`config.mk`:
```
export PLATFORM = sky130hd
export DESIGN_NAME = instr_fetch
export DESIGN_NICKNAME = d
export VERILOG_FILES = /design/src/rtl/instr_fetch.sv
export SDC_FILE = /design/constraint.sdc
export NUM_CORES = 1
export LEC_CHECK = 0
export BUFFER_PORTS_ARGS = -buffer_cell sky130_fd_sc_hd__buf_2
export CAP_MARGIN = 20
export CORE_MARGIN = 4
export CORE_UTILIZATION = 55
export DETAILED_ROUTE_END_ITERATION = 16
export HOLD_SLACK_MARGIN = 0.03
export PLACE_DENSITY = 0.84
export REMOVE_ABC_BUFFERS = 1
export SLEW_MARGIN = 10
export SYNTH_ARGS = -nofsm -noshare
export SYNTH_HDL_FRONTEND = slang
export SYNTH_SLANG_ARGS = --single-unit
export TNS_END_PERCENT = 50
```
`constraint.sdc`:
```
create_clock -name clk -period 12.3 [get_ports clk]
set_input_delay 0.615 -clock clk [delete_from_list [all_inputs] [get_ports clk]]
set_output_delay 0.615 -clock clk [all_outputs]
set_load 0.02 [all_outputs]
```
`src/rtl/instr_fetch.sv`:
```
// Instruction fetch unit: IDLE/RUN/HALT sequencer driving a program counter into a
// combinational instruction memory, with a writable branch-target LUT for taken branches.
`timescale 1ns/1ps

module instr_fetch #(
  parameter int PC_W  = 10,
  parameter int IW    = 9,
  parameter int LUT_N = 32
) (
  input  logic            clk,
  input  logic            reset,
  input  logic            start,
  input  logic            stall,
  input  logic            branch,
  input  logic            taken,
  input  logic [4:0]      target_idx,
  input  logic            lut_we,
  input  logic [4:0]      lut_waddr,
  input  logic [PC_W-1:0] lut_wdata,
  output logic [PC_W-1:0] imem_addr,
  input  logic [IW-1:0]   imem_data,
  output logic [IW-1:0]   instr,
  output logic            instr_valid,
  output logic [PC_W-1:0] pc,
  output logic            done,
  output logic [15:0]     cycle_cnt
);

  typedef enum logic [1:0] {
    IDLE = 2'd0,
    RUN  = 2'd1,
    HALT = 2'd2
  } state_t;

  state_t          state, state_nxt;
  logic [PC_W-1:0] pc_nxt;
  logic [IW-1:0]   instr_nxt;
  logic            valid_nxt;
  logic            done_nxt;
  logic [15:0]     cnt_nxt;

  logic [PC_W-1:0] lut [LUT_N];
  logic [PC_W-1:0] lut_rd;
  logic            halt_word;

  assign imem_addr = pc;
  // Read sees the pre-write contents, so a same-cycle write to this entry is not forwarded.
  assign lut_rd    = lut[target_idx];
  assign halt_word = (instr[IW-1 -: 5] == 5'b11111);

  always_ff @(posedge clk or posedge reset) begin
    if (reset) begin
      for (int i = 0; i < LUT_N; i++) begin
        lut[i] <= '0;
      end
    end else if (lut_we) begin
      lut[lut_waddr] <= lut_wdata;
    end
  end

  always_ff @(posedge clk or posedge reset) begin
    if (reset) begin
      state       <= IDLE;
      pc          <= '0;
      instr       <= '0;
      instr_valid <= 1'b0;
      done        <= 1'b0;
      cycle_cnt   <= '0;
    end else begin
      state       <= state_nxt;
      pc          <= pc_nxt;
      instr       <= instr_nxt;
      instr_valid <= valid_nxt;
      done        <= done_nxt;
      cycle_cnt   <= cnt_nxt;
    end
  end

  // Halt outranks a taken branch; a taken branch drops the word fetched alongside it.
  always_comb begin
    state_nxt = state;
    pc_nxt    = pc;
    instr_nxt = instr;
    valid_nxt = instr_valid;
    done_nxt  = done;
    cnt_nxt   = cycle_cnt;
    case (state)
      IDLE, HALT: begin
        valid_nxt = 1'b0;
        if (start) begin
          state_nxt = RUN;
          pc_nxt    = '0;
          done_nxt  = 1'b0;
          cnt_nxt   = '0;
        end
      end
      RUN: begin
        if (!stall) begin
          instr_nxt = imem_data;
          if (cycle_cnt != 16'hFFFF) begin
            cnt_nxt = cycle_cnt + 16'd1;
          end
          if (instr_valid && halt_word) begin
            state_nxt = HALT;
            valid_nxt = 1'b0;
            done_nxt  = 1'b1;
          end else if (instr_valid && branch && taken) begin
            pc_nxt    = lut_rd;
            valid_nxt = 1'b0;
          end else begin
            pc_nxt    = pc + PC_W'(1);
            valid_nxt = 1'b1;
          end
        end
      end
      default: begin
        state_nxt = IDLE;
        valid_nxt = 1'b0;
      end
    endcase
  end

endmodule
```
# ---- After elaboration in Yosys (flattened, before gate mapping)
# Index checks and enable logic that the tools add are counted.
# W data, S select, Z words.
dict set report word_totals {
  regBits 359
  in_bits 36
  word_cells 94
}
dict set report op_classes {
  add_sub_neg 2
  n_lt_le_gt_ge 3
  n_eq_ne 9
  muxes 27
  bitwise_logic 3
  reduce_logical 12
}
# operator count
set ops {}
lappend ops {{$bwmux W320} 1}
lappend ops {{$mux W10} 7}
lappend ops {{$bmux W10 S5} 1}
lappend ops {{$demux W10 S5} 1}
lappend ops {{$mux W16} 3}
lappend ops {{$pmux W16 S2} 1}
lappend ops {{$pmux W10 S2} 1}
lappend ops {{$add A16 B1 Y16 const B} 1}
lappend ops {{$ne A16 B16 Y1 const B} 1}
lappend ops {{$ge A6 B6 Y1 const B} 2}
lappend ops {{$not A5 Y6} 2}
lappend ops {{$reduce_and A4 Y1} 3}
lappend ops {{$add A10 B1 Y10 const B} 1}
lappend ops {{$ne A2 B2 Y1 const B} 5}
lappend ops {{$mux W1} 7}
lappend ops {{$lt A6 B1 Y1 const B} 1}
lappend ops {{$mux W2} 3}
lappend ops {{$eq A5 B5 Y1 const B} 1}
lappend ops {{$logic_and A1 B1 Y1} 4}
lappend ops {{$pmux W2 S2} 1}
lappend ops {{$reduce_and A3 Y1} 1}
lappend ops {{$eq A2 B1 Y1 const B} 1}
lappend ops {{$eq A2 B2 Y1 const B} 1}
lappend ops {{$logic_not A2 Y1} 1}
lappend ops {{5 further kinds} 5}

# ---- Depth between registers and ports, before layout
dict set report logic_depth {
  ltp_word 8
  ltp_mapped 10
  mapped_depth_nobuf 6
}

# ---- Worst setup path after synthesis
# OpenSTA, ideal clock, no wires.
dict set report synth_path {
  path_kind {input to register}
  start {input port target_idx[0]}
  end {register pc[7] (netlist: imem_addr[7])}
  arrival_time_ns 2.185
  t_required_ns 12.174
  setup_slack_ns 9.989
  path_stages 7
  path_buffers 3
  cell_sequence {buf_6 -> buf_8 -> buf_6 -> mux4_2 -> a211oi_2 -> nor3_1 -> a221o_1}
}
dict set report synth_between {
  elab_chain_len 8
}
# element line
set synth_rtl {}
lappend synth_rtl {{start: declaration} 16} ;# input logic [4:0] target_idx,
lappend synth_rtl {{$not A5 Y6 (implied by the code)} 48} ;# assign lut_rd = lut[target_idx];
lappend synth_rtl {{$bmux W10 S5} 48}
lappend synth_rtl {{$mux W10 (implied by the code) (2 in series)} 48}
lappend synth_rtl {{$mux W10} 107} ;# end else if (instr_valid && branch && taken) begin
lappend synth_rtl {{$mux W10} 103} ;# if (instr_valid && halt_word) begin
lappend synth_rtl {{$mux W10} 98} ;# if (!stall) begin
lappend synth_rtl {{$pmux W10 S2} 87} ;# case (state)
lappend synth_rtl {{end signal: assignment} 71} ;# pc <= pc_nxt;
lappend synth_rtl {{end: declaration} 24} ;# output logic [PC_W-1:0] pc,
# No other way between the ends. The select of a mux whose other input is x is not followed.
# A chain may end at the register's enable or synchronous reset.

# ---- Final worst setup path
dict set report layout_path {
  start {input port target_idx[0]}
  end {register pc[6] (netlist: imem_addr[6])}
}
# The elaborated chain is that of the path after synthesis.

==> metrics.md <==
| Metric | Value |
|---|---|
| Die area | 33,230 sq um |
| Clock Root Buffer | clkbuf_16 |
| Area grow syn2layout | 10.84% |
| RSZ-0062 raised after global routing | false |
| Via density | approximately 6.4 |
| Die width | 182.3 microns |
| Residual DRC count | 0 |
| Worst-Margin Slew | about 1100 ps |
| Hold WC Path Type | in -> async |
| Area share of the largest cell type after synthesis | 0.5377 |
| First-pass GRT wire length | roughly 62 mm |
| Fin area | between 15,000 and 20,000 sq um |
| Status | finished clean |
| Num rows | 63 |
| Core area | 29,800 sq um |
| Fin nets | ~1,200 |
| Post-CTS Repair Setup Buffers | 0 |
| Routed len/inst | 24.79 microns |
| Cell Pwr Density | approximately 180 nW/um^2 |
| FFs w/ async S/R, synth | 1.000 |
| Ranking of synthesized cells by area | dfrtp_1 54%, mux2_2 22%, mux4_2 10% |
| Post-synth cell types | 59 |
| HPWL Detailed | around 25 mm |
| Routed Antenna Nets | 0 |
| Hold slack | approximately 280 ps |
| Sequential fraction of the synthesis area | 0.5377 |
| Htree depth | 2 |
| Number of buffers added on ports | 82 |
| Final period util | 0.2422 |
| Top FF cell, synth | dfrtp_1 |
| Tot GR Track Use | 0.2405 |
| GPL Wtd Cong | just over 0.9 |
| Slew margin rel. | 0.2334 |
| Final hold viol count | 0 |
| Most frequent cell after synthesis | dfrtp_1 |
| Seq cells post-synth | 359 |
| Avg Cell Area, Syn | roughly 15 sq um |
| Worst path required time | roughly 13,000 ps |
| Setup violations, final | 0 |
| Iteration-0 DRC Markers | between 900 and 1,000 |
| Ys Warns | 0 |
| Arr. time, crit path | 3370 ps |
| Initial Utilization | 0.5608 |
| Vias in the first global route | roughly 11,000 |
| Post-synth EDFFs | 0 |
| Max-slew violations | 0 |
| Routed wire length | ~39 mm |
| Pleak | 8.340 nW |
| Layout cells sized above 1 | 0.4792 |
| Die Ht | 182.3 microns |
| N_diodes | 0 |
| Dpl cell area | between 15,000 and 20,000 sq um |
| Non-Filler Instances | around 1,600 |
| Post-synth top cells | 359 x dfrtp_1, 330 x mux2_2, 74 x mux4_2, 50 x clkbuf_1, 38 x nand2_1 |
| Clk_skew | 15.10 ps |
| Area leader, netlist | dfrtp_1 |
| Post-cts resize count | 0 |
| Fmax | 0.3356 GHz |
| Final worst path period need | approximately 3000 ps |
| TritonRoute pass-1 iters | 5 |
| Crit path kind | in -> reg |
| IO Count | 83 |
| Maxcap violations | 0 |
| Clock Path Buffers | 3 |
| Cells after synthesis | 1,129 |
| Num CTS Buffers | 37 |
| Via count of the routed design | between 10,000 and 15,000 |
| TritonCTS clock tree | done |
| Worst setup SP type | primary input |
| Peak supply drop | roughly 0.10 mV |
| Clk sink count | 359 |
| Mapped cell area | approximately 17,000 sq um |
| Setup TNS | 0 ps |
| Dpl cells | 1,526 |
| Largest net degree at the start of global routing | between 100 and 150 |
| CTS Hold Bufs | 0 |
| CP Capture Type | flip-flop |
| Worst-skew pair later-pin latency | roughly 530 ps |
| Reg clk slew, reported paths | 60 ps |
| Critical Path Fanout Max | 38 |
| Grt total ovfl | 0 |
| Initial antenna violation count | 3 |
## critical path, stage by stage
cell,delay (ps)
buf_4,590
buf_4,640
mux4_1,640
mux4_2,460
nand2b_1,160
nand3_1,120
o311ai_1,90
## state kept, by name (all words and copies together), names as in the netlist
register	cells
instr	9
instr_valid	1
cycle_cnt	16
lut	320
imem_addr	10
done	1
state	2
## layer usage
| metal | wire (microns) | up-vias | part of all wire | GRT usage |
|---|---|---|---|---|
| li1 | - | 4326 | - | - |
| met1 | 16010 | 5349 | 0.41 | 0.3254 |
| met2 | 18890 | 459 | 0.48 | 0.3899 |
| met3 | 3274 | 98 | 0.083 | 0.05940 |
| met4 | 1247 | 6 | 0.032 | 0.07415 |
| met5 | 34 | - | 0.00086 | 0 |
## through the flow
| stage | setup WS (ps) | power [mW] | util |
|---|---|---|---|
| 2_1_floorplan | 1723 | 1.927 | - |
| 6_report | 9321 | 3.248 | 0.6216 |
| 3_5_place_dp | 8724 | 2.129 | 0.5792 |
| 5_1_grt | 9112 | 3.379 | 0.6216 |
| 4_1_cts | 9259 | 3.260 | 0.6201 |
| 3_3_place_gp | 8773 | 2.089 | 0.5789 |
## cells by family after synthesis
logic type | count (synthesis) | share of synthesized area
buf+inv | 90 | 0.02711
simple gates | 173 | 0.05519
compound gates | 71 | 0.03033
xor+xnor | 9 | 0.004718
fa+ha+maj | 2 | 0.001497
flops | 359 | 0.5377
mux | 425 | 0.3435
## path summary, 6_finish.rpt
path / startpoint / to / slack [ps] / depth (start not counted)
min in group clk: start / state[1] / 310 / 2
worst min-delay path: reset / cycle_cnt[6] / 280 / 2
worst min register to register: done / done / 500 / 2
max in group asynchronous: reset / lut[117] / 9680 / 4
worst max register to register: state[0] / imem_addr[8] / 9740 / 4
worst max-delay path: target_idx[0] / imem_addr[6] / 9320 / 7
## final cells by class
cell class                      instances  area (sq um)
Tap cell                              390         488.0
Clock buffer                           54          1122
Clock inverter                          9         98.84
Sequential cell                       359          8984
Timing Repair Buffer                   94         525.5
Inverter                                6         30.03
Multi-Input combinational cell        680          7272
Fill cell                            2098         11280
## power by group
group / switching, mW / total (mW) / leakage, nW / internal [mW]
clock network: 0.452 / 1.12 / 0.609 / 0.673
registers: 0.134 / 1.54 / 4.60 / 1.41
logic: 0.266 / 0.581 / 3.13 / 0.314
## placed cells by master (no fill, tap or decap), types with 10 or more instances in the layout
cell	Yosys	layout
nor2_1	33	33
buf_4	14	13
clkbuf_16	0	39
buf_2	11	80
nand2_1	38	38
nor2b_1	11	11
dfrtp_1	359	359
o21ai_0	10	10
mux4_2	74	74
mux2_2	330	330
mux2i_1	12	12
nor3_1	15	15
nand3_1	18	18
(Power assumes the default switching activity.)
